### src/rtl/stream_demux.sv
// Receive-side demultiplexer for the 4-source TS multiplex.
// Parses 4-byte header + 188-byte TS frames, routes forwarded payload bytes to one of four
// channels via a one-hot valid, checks the TS sync byte and PLP ID, and keeps error counters.
module stream_demux #(
    parameter int unsigned HDR_LEN   = 4,
    parameter int unsigned PKT_LEN   = 188,
    parameter logic [7:0]  SYNC_BYTE = 8'h47
) (
    input  logic        SYS_CLK,
    input  logic        RST,
    input  logic [7:0]  DATA_IN,
    input  logic        D_VALID_IN,
    input  logic        P_SYNC_IN,
    input  logic [3:0]  CH_ENABLE,
    output logic [7:0]  DATA_OUT,
    output logic [3:0]  D_VALID_OUT,
    output logic        P_SYNC_OUT,
    output logic [7:0]  PLP_ID_OUT,
    output logic [7:0]  STREAM_SRC_OUT,
    output logic [15:0] ERR_SYNC_CNT,
    output logic [15:0] ERR_PLP_CNT,
    output logic [15:0] PKT_CNT
);

    localparam int unsigned MaxLen = (PKT_LEN > HDR_LEN) ? PKT_LEN : HDR_LEN;
    localparam int unsigned CntW   = $clog2(MaxLen);
    localparam logic [CntW-1:0] HdrLast = CntW'(HDR_LEN - 1);
    localparam logic [CntW-1:0] PktLast = CntW'(PKT_LEN - 1);

    typedef enum logic [1:0] {StIdle, StHeader, StPayload, StDiscard} state_e;

    state_e          state_q;
    logic [CntW-1:0] bcnt_q;
    logic            gap_q;
    logic [7:0]      plp_q;
    logic [7:0]      src_q;
    logic [1:0]      ch_q;
    logic [7:0]      data_out_q;
    logic [3:0]      dvalid_q;
    logic            psync_q;
    logic [7:0]      plp_out_q;
    logic [7:0]      src_out_q;
    logic [15:0]     err_sync_q;
    logic [15:0]     err_plp_q;
    logic [15:0]     pkt_q;

    // Framing ignores the packet-sync input entirely; only the gap rule delimits frames.
    logic unused_p_sync;
    assign unused_p_sync = P_SYNC_IN;

    // Frame parser, router and counters; every output is a register.
    always_ff @(posedge SYS_CLK or negedge RST) begin
        if (!RST) begin
            state_q    <= StIdle;
            bcnt_q     <= '0;
            gap_q      <= 1'b1;
            plp_q      <= '0;
            src_q      <= '0;
            ch_q       <= '0;
            data_out_q <= '0;
            dvalid_q   <= '0;
            psync_q    <= 1'b0;
            plp_out_q  <= '0;
            src_out_q  <= '0;
            err_sync_q <= '0;
            err_plp_q  <= '0;
            pkt_q      <= '0;
        end else begin
            // Valid/sync strobes last exactly one cycle per forwarded byte.
            dvalid_q <= '0;
            psync_q  <= 1'b0;
            if (!D_VALID_IN) begin
                // Any idle cycle arms the next frame start.
                gap_q <= 1'b1;
            end else begin
                unique case (state_q)
                    StIdle: begin
                        // Valid bytes not preceded by a gap are stray and dropped.
                        if (gap_q) begin
                            plp_q   <= DATA_IN;
                            bcnt_q  <= CntW'(1);
                            state_q <= StHeader;
                        end
                    end
                    StHeader: begin
                        if (bcnt_q == CntW'(1)) begin
                            src_q <= DATA_IN;
                        end
                        if (bcnt_q == HdrLast) begin
                            plp_out_q <= plp_q;
                            src_out_q <= src_q;
                            ch_q      <= plp_q[1:0];
                            bcnt_q    <= '0;
                            if (plp_q > 8'd3) begin
                                if (err_plp_q != 16'hFFFF) begin
                                    err_plp_q <= err_plp_q + 16'd1;
                                end
                                state_q <= StDiscard;
                            end else if (!CH_ENABLE[plp_q[1:0]]) begin
                                state_q <= StDiscard;
                            end else begin
                                state_q <= StPayload;
                            end
                        end else begin
                            bcnt_q <= bcnt_q + CntW'(1);
                        end
                    end
                    StPayload: begin
                        if (bcnt_q == '0 && DATA_IN != SYNC_BYTE) begin
                            // Bad sync: drop this byte and the rest of the packet.
                            if (err_sync_q != 16'hFFFF) begin
                                err_sync_q <= err_sync_q + 16'd1;
                            end
                            bcnt_q  <= CntW'(1);
                            state_q <= StDiscard;
                        end else begin
                            data_out_q <= DATA_IN;
                            dvalid_q   <= 4'(1) << ch_q;
                            psync_q    <= (bcnt_q == '0);
                            if (bcnt_q == PktLast) begin
                                pkt_q   <= pkt_q + 16'd1;
                                bcnt_q  <= '0;
                                gap_q   <= 1'b0;
                                state_q <= StIdle;
                            end else begin
                                bcnt_q <= bcnt_q + CntW'(1);
                            end
                        end
                    end
                    StDiscard: begin
                        if (bcnt_q == PktLast) begin
                            bcnt_q  <= '0;
                            gap_q   <= 1'b0;
                            state_q <= StIdle;
                        end else begin
                            bcnt_q <= bcnt_q + CntW'(1);
                        end
                    end
                    default: state_q <= StIdle;
                endcase
            end
        end
    end

    assign DATA_OUT       = data_out_q;
    assign D_VALID_OUT    = dvalid_q;
    assign P_SYNC_OUT     = psync_q;
    assign PLP_ID_OUT     = plp_out_q;
    assign STREAM_SRC_OUT = src_out_q;
    assign ERR_SYNC_CNT   = err_sync_q;
    assign ERR_PLP_CNT    = err_plp_q;
    assign PKT_CNT        = pkt_q;

endmodule

### config.mk
export PLATFORM = sky130hd
export DESIGN_NAME = stream_demux
export DESIGN_NICKNAME = d
export VERILOG_FILES = /design/src/rtl/stream_demux.sv
export SDC_FILE = /design/constraint.sdc
export NUM_CORES = 1
export LEC_CHECK = 0
export CAP_MARGIN = 0
export CORE_AREA = 5 5 130 132
export DETAILED_ROUTE_END_ITERATION = 6
export DIE_AREA = 0 0 135 137
export PLACE_DENSITY_LB_ADDON = 0.1
export SLEW_MARGIN = 20
export SYNTH_ARGS = -nofsm -noshare
export SYNTH_HDL_FRONTEND = slang
export SYNTH_SLANG_ARGS = --single-unit
### constraint.sdc
create_clock -name SYS_CLK -period 4.4 [get_ports SYS_CLK]
set_input_delay 1.1 -clock SYS_CLK [delete_from_list [all_inputs] [get_ports SYS_CLK]]
set_output_delay 1.1 -clock SYS_CLK [all_outputs]
set_load 0.02 [all_outputs]
== After elaboration in Yosys (flattened, before gate mapping) ==
Index checks and enable logic that the tools add are counted.

* Word-level logic and storage cells: 72
* Input bits: 16
* Output and inout port bits: 77
* Register bits: 106

* Mux-type cells: 24
* Eq/ne operators: 13
* Bitwise logic cells: 1
* Shifts and indexed selects: 1
* Order comparisons: 2
* Reductions and logical operators: 13
* Add/sub/neg operators: 4

{| class="wikitable"
|+ Operators with widths
! operator !! number
|-
| adder 16 x 1 -> 16 bit (second input constant) || 3
|-
| 2-to-1 mux 8 bit || 4
|-
| != test 16 bit (second input constant) || 2
|-
| case mux 8 bit (4 select lines) || 1
|-
| AND reduction 3 bit || 5
|-
| 2-to-1 mux 4 bit || 3
|-
| 2-to-1 mux 1 bit || 9
|-
| adder 8 x 1 -> 8 bit (second input constant) || 1
|-
| == test 8 x 1 -> 1 bit (second input constant) || 1
|-
| == test 8 x 2 -> 1 bit (second input constant) || 1
|-
| == test 8 bit (second input constant) || 1
|-
| greater-than comparator 8 x 2 -> 1 bit (second input constant) || 1
|-
| zero test 8 bit || 1
|-
| 2-to-1 mux 2 bit || 4
|-
| != test 8 x 7 -> 1 bit (second input constant) || 1
|-
| case mux 2 bit (4 select lines) || 1
|-
| AND reduction 4 bit || 2
|-
| AND reduction 5 bit || 1
|-
| == test 2 bit (second input constant) || 2
|-
| != test 2 bit (second input constant) || 2
|-
| AND reduction 2 bit || 2
|-
| << shifter 1 x 2 -> 4 bit (first input constant) || 1
|-
| less-than comparator 2 x 3 -> 1 bit (second input constant) || 1
|-
| != test 3 x 1 -> 1 bit (second input constant) || 1
|-
| 7 further kinds || 7
|}

== Depth between registers and ports, before layout ==
Gate-level depths: netlist (run 1).

* Depth in word-level cells: 6
* Depth in mapped cells: 7

== Worst setup path after synthesis (run 1) ==
OpenSTA, ideal clock, no wires.

* Path type: input to register
* Start point: input D_VALID_IN
* End point: register pkt_q[15], in the netlist PKT_CNT[15]
* Cell stages on the path: 6
* Path slack: 1.865 ns
* Arrival: 2.456 ns
* Library setup time: 0.079 ns
* Cells stage by stage: buf_2 > nand3b_1 > nor4_2 > nand4_1 > nor3_1 > xor2_1

* Cells in the longest elaborated chain, start to end: 1

{| class="wikitable"
|+ RTL lines
! what !! line !! RTL
|-
| from (decl) || 12 || <nowiki>input logic D_VALID_IN,</nowiki>
|-
| AND reduction 4 bit (no source line) || n/a ||
|-
| to (signal assigned) || 121 || <nowiki>pkt_q <= pkt_q + 16'd1;</nowiki>
|-
| to (decl) || 45 || <nowiki>logic [15:0] pkt_q;</nowiki>
|}

No other way between the ends.
A chain may end at the register's enable or synchronous reset.

== Worst setup path in the final report (run 1) ==
* Start point: input DATA_IN[7]
* End point: register data_out_q[0], in the netlist DATA_OUT[0]

* Cells in the longest elaborated chain, start to end: 4

{| class="wikitable"
|+ RTL lines
! what !! line !! RTL
|-
| from (decl) || 11 || <nowiki>input logic [7:0] DATA_IN,</nowiki>
|-
| != test 8 x 7 -> 1 bit || 109 || <nowiki>if (bcnt_q == '0 && DATA_IN != SYNC_BYTE) begin</nowiki>
|-
| logical AND 1 bit || 109 ||
|-
| inverter 1 bit (no source line) || n/a ||
|-
| AND reduction 3 bit (no source line) || n/a ||
|-
| to (signal assigned) || 60 || <nowiki>data_out_q <= '0;</nowiki>
|-
| to (signal assigned) || 117 || <nowiki>data_out_q <= DATA_IN;</nowiki>
|-
| to (decl) || 38 || <nowiki>logic [7:0] data_out_q;</nowiki>
|}

No other way between the ends.

==> results of run 1 <==
## how the worst min path moves through the flow
stage / end / slack [ns]
4_1_cts: STREAM_SRC_OUT[4] / 0.47
2_1_floorplan: STREAM_SRC_OUT[0] / 0.44
5_1_grt: gap_q / 0.49
6_report: STREAM_SRC_OUT[4] / 0.47
3_3_place_gp: STREAM_SRC_OUT[6] / 0.45
3_5_place_dp: STREAM_SRC_OUT[4] / 0.45
## through the flow
stage	utilization, %	instances	worst slack, ns	hold slack (ns)	total power [mW]
after floorplan	-	430	1.86	0.440	1.83
after global placement	37.7	732	1.01	0.453	2.22
after detailed placement	37.7	732	0.981	0.455	2.23
after CTS	39.5	748	1.37	0.472	3.03
after global routing	39.5	748	1.17	0.491	3.16
final	39.5	748	1.40	0.469	2.97
## power by group through the flow
stage	combinational [mW]	clock (mW)	sequential, mW
after global routing	0.927	0.846	1.39
after floorplan	0.374	0	1.46
after global placement	0.842	0	1.37
after detailed placement	0.854	0	1.37
final	0.841	0.772	1.36
after CTS	0.858	0.808	1.36
## logic make-up (layout without fill, tap and decap cells)
| group | after synthesis | count (layout) |
|---|---|---|
| XOR/XNOR | 42 | 42 |
| multiplexers | 34 | 34 |
| buffers and inverters | 26 | 128 |
| AND/OR/NAND/NOR | 194 | 194 |
| AO/OA/AOI/OAI | 24 | 24 |
| adder cells (fa/ha/maj) | 6 | 6 |
| flip-flops | 104 | 104 |
## final cells by class
class	instances	area share [%]
inverter	14	0.853
clock inverter	5	0.751
sequential	104	42.3
tap	216	4.39
timing repair buffer	98	15.7
clock buffer	11	3.78
multi-input combinational	300	32.3
## worst max-delay path: stages
cell	delay, ns
clkdlybuf4s50_1	0.53
nand2b_1	0.16
nor4_2	0.06
buf_4	0.17
or2_2	0.31
nand2b_1	0.50
mux2_2	0.41
## registers in the layout, summed over array words and instances (netlist names)
register	cells
ERR_PLP_CNT	16
ERR_SYNC_CNT	16
PKT_CNT	16
DATA_OUT	8
STREAM_SRC_OUT	8
bcnt_q	8
plp_q	8
src_q	8
PLP_ID_OUT	7
D_VALID_OUT	4
state_q	2
P_SYNC_OUT	1
ch_q	1
gap_q	1
## routing by layer
metal / global-route usage, % / vias to the layer above
met4: 3.86 / 0
met2: 20.5 / 63
met1: 15.8 / 1729
met5: 0 / -
met3: 4.23 / 11
li1: - / 1680
## layout by cell type, fill, tap and decap left out, drive strengths merged, types with 3 or more instances in the layout
master	instances
o21ai	8
mux2	30
nand4b	3
dfrtp	103
ha	6
nand4	21
mux2i	3
nor2	29
nor4	6
a21oi	3
inv	18
clkdlybuf4s50	90
nand2	77
xor2	18
nand2b	4
xnor2	24
clkbuf	11
nor3	18
buf	8
and4	3
nand3	14
and3	6
==> out/qor_table.md, run 1 <==
| Parameter | This run | Unit |
|:---|:---|:---|
| Maximum level of the CTS H-tree | 3 | - |
| Maxcap violations | 0 | - |
| Layout Area Growth over Synthesis | 31.0 | % |
| Top post-synthesis cells by count | dfrtp_1, nand2_1, mux2_2 | - |
| WS Path Type | in2reg | - |
| Area contributors post-synth | dfrtp_1, mux2_2, nand2_1, xnor2_1, xor2_1 | - |
| Seq pwr share | 45.7 | % |
| Total net switching power | 0.993 | mW |
| Startpoint of the lowest-slack register-to-register path | bcnt_q[3] | - |
| Share of Yosys cell area claimed by the top area cell type | 54.8 | % |
| Nature of the critical path startpoint | input pin | - |
| Critical path fanouts, max | 12 | - |
| Proportion of layout cells with a drive suffix above 1 | 12.0 | % |
| Number of distinct library cells after synthesis | 50 | - |
| Launch point of the worst hold path | STREAM_SRC_OUT[4] | - |
| Commonest register cell after synthesis | dfrtp_1 | - |
| Internal reg-to-reg setup slack | 1.88 | ns |
| Wire length of the first global-routing pass | 18200 | µm |
| Number of placement rows | 46 | - |
| Adder-cell area share of the yosys netlist | 1.60 | % |
| Detailed Place HPWL | 7760 | µm |
| Endpoint of the most critical register-to-register path | DATA_OUT[0] | - |
| Clock slew at the register clock pins of the worst setup and hold paths | 0.08 | ns |
| Fmax | 0.333 | GHz |
| Dpl cell area | 5880 | µm² |
| CP Data Required Time | 4.64 | ns |
| Logic gate share of total power | 28.3 | % |
| Instance count along the most critical hold path | 2 | - |
| Root Buffer Master | clkbuf_16 | - |
| Num CTS Buffers | 9 | - |
| Origin of the worst setup path | DATA_IN[7] | - |
| Cell internal power dissipation | 1.98 | mW |
| Most common cell in the synthesized netlist | dfrtp_1 | - |
| Final clock skew | 0.00906 | ns |
| Vias in the first global route | 3521 | - |
| Vertical extent of the die | 137 | µm |
| Drt drc | 0 | - |
| 1st-iter DRT viols | 139 | - |
| Portion of the post-synthesis area used by sequential elements | 55.4 | % |
| Clock tree from TritonCTS | done | - |
| Synthesized area divided by synthesized cell count | 10.9 | µm² |
| Number of post-CTS setup repair buffers | 0 | - |
| X dimension of the die | 135 | µm |
| WP data arrival | 3.24 | ns |
| Core Footprint | 15600 | µm² |
| Total length of routed met2 wires | 5360 | µm |
| Post-synth EDFFs | 0 | - |
| Status | finished, final reports clean | - |
| Antenna diode count | 0 | - |
| Syn_nets | 452 | - |
| Initial antenna violation count | 0 | - |
| Die Area | 18500 | µm² |
| Total routing usage reported by global routing | 12.5 | % |
| Combined area of the multi-input logic cells | 1990 | µm² |
| Number of buffers between clock root and the deepest sink | 2 | - |
| Insertion delay to the later sink of the worst-skew pair | 0.35 | ns |
| Proportion of power drawn by the clock network | 26.0 | % |
| Filler Cell Count | 1560 | - |
| Antenna-violating nets left | 0 | - |
| Post-synthesis async set-or-reset flop share | 100 | % |
| Share of synthesized area spent on multiplexers | 8.30 | % |
| Number of register bits inferred by synthesis | 104 | - |
| Largest area contributor in the synthesized netlist | dfrtp_1 | - |
| Max transition margin | 51.8 | % |
| Net switching fraction of the power | 33.4 | % |
| Post-CTS Hold Fix Bufs | 0 | - |
| DR vias | 3483 | - |
| XOR/XNOR Fraction of Synth Area | 7.82 | % |
| Final critical-path required period | 3.00 | ns |
| Transition time at the pin with the least slew margin | 0.723 | ns |
| Ratio of routed vias to standard cells | 4.66 | - |
| Fraction of the mapped netlist area in simple logic gates | 21.2 | % |
| Post-Synthesis Cells | 430 | - |
| Initial core utilization | 30.2 | % |
| Worst hold-check path type | reg2reg | - |
| Pins over their slew limit | 0 | - |
| Count of synthesis-stage warnings from yosys | 0 | - |
| I/O pin count | 93 | - |
| Gr ovfl total | 0 | - |
| Standby leakage power | 2.69 | nW |
| Footprint of the flip-flops and latches | 2600 | µm² |
| Period utilisation layout | 68.2 | % |
| Final Hold Viols | 0 | - |
| Wire length on met1 | 4970 | µm |
| Post-Layout Inst Area | 6160 | µm² |
| Routability cong. | 0.762 | - |
| Worst-case vdd ir drop | 0.267 | mV |
| Power density normalized to cell area | 482 | nW/µm² |
| Total routed wirelength | 10900 | µm |
| Largest net degree at the start of global routing | 75 | - |
| Mapped cell area | 4700 | µm² |
| DR top layer | met4 | - |
| Final setup vio count | 0 | - |
| Post-synthesis compound-gate area fraction | 3.41 | % |
| WL per Instance | 14.6 | µm |
| Unrepaired setup endpoints after global routing | no | - |
| Total of cells resized after clock tree synthesis | 0 | - |
| Final Net Count | 549 | - |
| Clock Sinks | 104 | - |
| R2R depth | 5 | - |
| Number of iterations in the first detailed-routing pass | 4 | - |
| Worst setup endpoint | DATA_OUT[0] | - |
| Endpoint kind of the worst setup timing path | register | - |
| # port buffers | 91 | - |
| Detailed route wirelength on metal3 | 455 | µm |
| Main combinational cell family by area after synthesis | simple AND/OR/NAND/NOR gates | - |
| Final setup TNS | 0 | ns |
Note: power is estimated with default switching activity, not from simulation.
==> inputs of run 2 (changes only) <==
- clock period: 4.4 -> 2.55 ns (I/O delays scaled with it)
==> out/qor_table.md, run 2 (synthesis results as in run 1) <==
| Parameter | This run | Unit | Delta |
|:---|:---|:---|:---|
| Status | finished, final reports clean | - |  |
| Gr ovfl total | 0 | - | unchanged |
| Ratio of routed vias to standard cells | 4.54 | - | -2.5% |
| I/O pin count | 93 | - | unchanged |
| Num CTS Buffers | 9 | - | unchanged |
| WS Path Type | in2reg | - |  |
| WP data arrival | 2.49 | ns | -0.75 ns |
| Worst hold-check path type | in2async | - |  |
| Proportion of layout cells with a drive suffix above 1 | 15.7 | % | +3.7 points |
| Detailed Place HPWL | 7960 | µm | +2.6% |
| Origin of the worst setup path | DATA_IN[3] | - |  |
| Endpoint of the most critical register-to-register path | bcnt_q[3] | - |  |
| Total routing usage reported by global routing | 12.9 | % | +0.40 points |
| Power density normalized to cell area | 846 | nW/µm² | +76% |
| X dimension of the die | 135 | µm | unchanged |
| Standby leakage power | 2.82 | nW | +4.5% |
| Commonest non-fill, non-tap cell in the layout | dfrtp_1 | - |  |
| Post-CTS Hold Fix Bufs | 0 | - | unchanged |
| Final clock skew | 0.00981 | ns | +0.000744 ns |
| Number of buffers between clock root and the deepest sink | 2 | - | unchanged |
| Largest net degree at the start of global routing | 44 | - | -41% |
| Root Buffer Master | clkbuf_16 | - |  |
| Count of placed standard cells in the final layout, fillers left out | 769 | - | +2.8% |
| Initial antenna violation count | 0 | - | unchanged |
| # port buffers | 91 | - | unchanged |
| Maximum level of the CTS H-tree | 3 | - | unchanged |
| Post-layout util | 40.9 | % | +1.4 points |
| Wire length of the first global-routing pass | 19000 | µm | +4.4% |
| Number of post-CTS setup repair buffers | 0 | - | unchanged |
| WL per Instance | 14.5 | µm | -0.78% |
| Unrepaired setup endpoints after global routing | no | - |  |
| Dpl cell area | 6050 | µm² | +2.9% |
| CP Data Required Time | 2.79 | ns | -1.85 ns |
| Die Area | 18500 | µm² | unchanged |
| Routability cong. | 0.773 | - | +1.5% |
| Critical path fanouts, max | 6 | - | -6 |
| Pins over their slew limit | 0 | - | unchanged |
| Final setup TNS | 0 | ns | unchanged |
| Total routed wirelength | 11100 | µm | +2.0% |
| Final setup vio count | 0 | - | unchanged |
| Transition time at the pin with the least slew margin | 0.603 | ns | -0.120 ns |
| Insertion delay to the later sink of the worst-skew pair | 0.35 | ns | about the same |
| Worst-case vdd ir drop | 0.439 | mV | +65% |
| Worst slack at placement | -0.0560 | ns | -1.04 ns |
| Core Footprint | 15600 | µm² | unchanged |
| Met1 global-route usage | 17.3 | % | +1.5 points |
| Vertical extent of the die | 137 | µm | unchanged |
| Max transition margin | 59.8 | % | +8.0 points |
| Clock Sinks | 104 | - | unchanged |
| Drt drc | 0 | - | unchanged |
| Leading cell types in the layout, fill and taps excluded | dfrtp_1, clkdlybuf4s50_1, nand2_1 | - |  |
| GR peak layer | met2 | - |  |
| Period utilisation layout | 88.0 | % |  |
| Number of placement rows | 46 | - | unchanged |
| Grt met2 use | 20.1 | % | -0.42 points |
| DR vias | 3490 | - | +0.20% |
| Vias in the first global route | 3639 | - | +3.4% |
| Fmax | 0.446 | GHz |  |
| 1st-iter DRT viols | 126 | - | -9.4% |
| Final Hold Viols | 0 | - | unchanged |
| Internal reg-to-reg setup slack | 0.35 | ns | -1.53 ns |
| Total of cells resized after clock tree synthesis | 0 | - | unchanged |
| Global routing usage on met3 | 3.20 | % | -1.0 points |
| Post-Layout Inst Area | 6380 | µm² | +3.5% |
| Nature of the critical path startpoint | input pin | - |  |
| Maxcap violations | 0 | - | unchanged |
| Number of iterations in the first detailed-routing pass | 6 | - | +2 |
| Antenna-violating nets left | 0 | - | unchanged |
| Initial core utilization | 30.2 | % | unchanged |
| Endpoint kind of the worst setup timing path | register | - |  |
| Layout Area Growth over Synthesis | 35.6 | % |  |
| R2R depth | 6 | - | +1 |
| # placed instances | 753 | - | +2.9% |
| Minimum setup slack in the final design | 0.306 | ns | -1.09 ns |
| Final critical-path required period | 2.24 | ns |  |
| Startpoint of the lowest-slack register-to-register path | bcnt_q[0] | - |  |
| Clock slew at the register clock pins of the worst setup and hold paths | 0.07 | ns | about the same |
| Final Net Count | 570 | - | +3.8% |
| Clock tree from TritonCTS | done | - |  |
| Antenna diode count | 0 | - | unchanged |
==> run 2: changes by cell type in the layout (fill, tap and decap cells not counted) <==
cell | previous run | this run
inv_6 | 3 | 2
buf_4 | 7 | 28
inv_8 | 1 | 0
clkbuf_1 | 2 | 0
clkinvlp_4 | 0 | 1
clkinv_4 | 1 | 2
bufinv_16 | 0 | 2
buf_12 | 0 | 1
buf_6 | 1 | 0
==> run 2: where the power goes <==
group / switching (mW) / leakage [nW] / internal [mW] / total [mW]
Sequential: 0.332 / 1.37 / 2.02 / 2.35
Combinational: 0.748 / 1.29 / 0.770 / 1.52
Clock: 0.657 / 0.157 / 0.871 / 1.53
Total: 1.74 / 2.82 / 3.66 / 5.40
==> run 2: how the worst max path moves through the flow <==
stage | endpoint | slack, ns | cells after the start
3_3_place_gp | DATA_OUT[4] | -0.03 | 8
2_1_floorplan | PKT_CNT[15] | 0.48 | 6
6_report | DATA_OUT[5] | 0.31 | 8
3_5_place_dp | DATA_OUT[5] | -0.06 | 8
5_1_grt | ERR_PLP_CNT[8] | 0.18 | 6
4_1_cts | DATA_OUT[5] | 0.31 | 8
==> run 2: critical path, cell delays in order <==
cell and delay [ns]:
clkdlybuf4s50_1 0.55, nand4b_1 0.15, nor4_2 0.04, buf_4 0.16
or2_2 0.30, nand2b_1 0.12, buf_4 0.17, mux2_2 0.34
==> run 2: through the flow <==
stage	hold slack (ns)	power, mW
final	0.277	5.40
after global routing	0.330	5.76
after CTS	0.304	5.49
after detailed placement	0.455	3.92
after global placement	0.455	3.90
after floorplan	0.342	3.16
==> run 2: area by class of cell <==
class / instances / area, µm²
tap: 216 / 270
clock inverter: 7 / 103
clock buffer: 9 / 225
inverter: 14 / 52.6
multi-input combinational: 300 / 1990
sequential: 104 / 2600
fill: 1536 / 9220
timing repair buffer: 119 / 1130
==> run 2: metal layers <==
layer | vias to the layer above | routed length, µm | share of wire (%)
met4 | 0 | 261 | 2.3
met2 | 59 | 5220 | 47
met3 | 17 | 436 | 3.9
met5 | - | 0 | 0
li1 | 1726 | - | -
met1 | 1688 | 5220 | 47
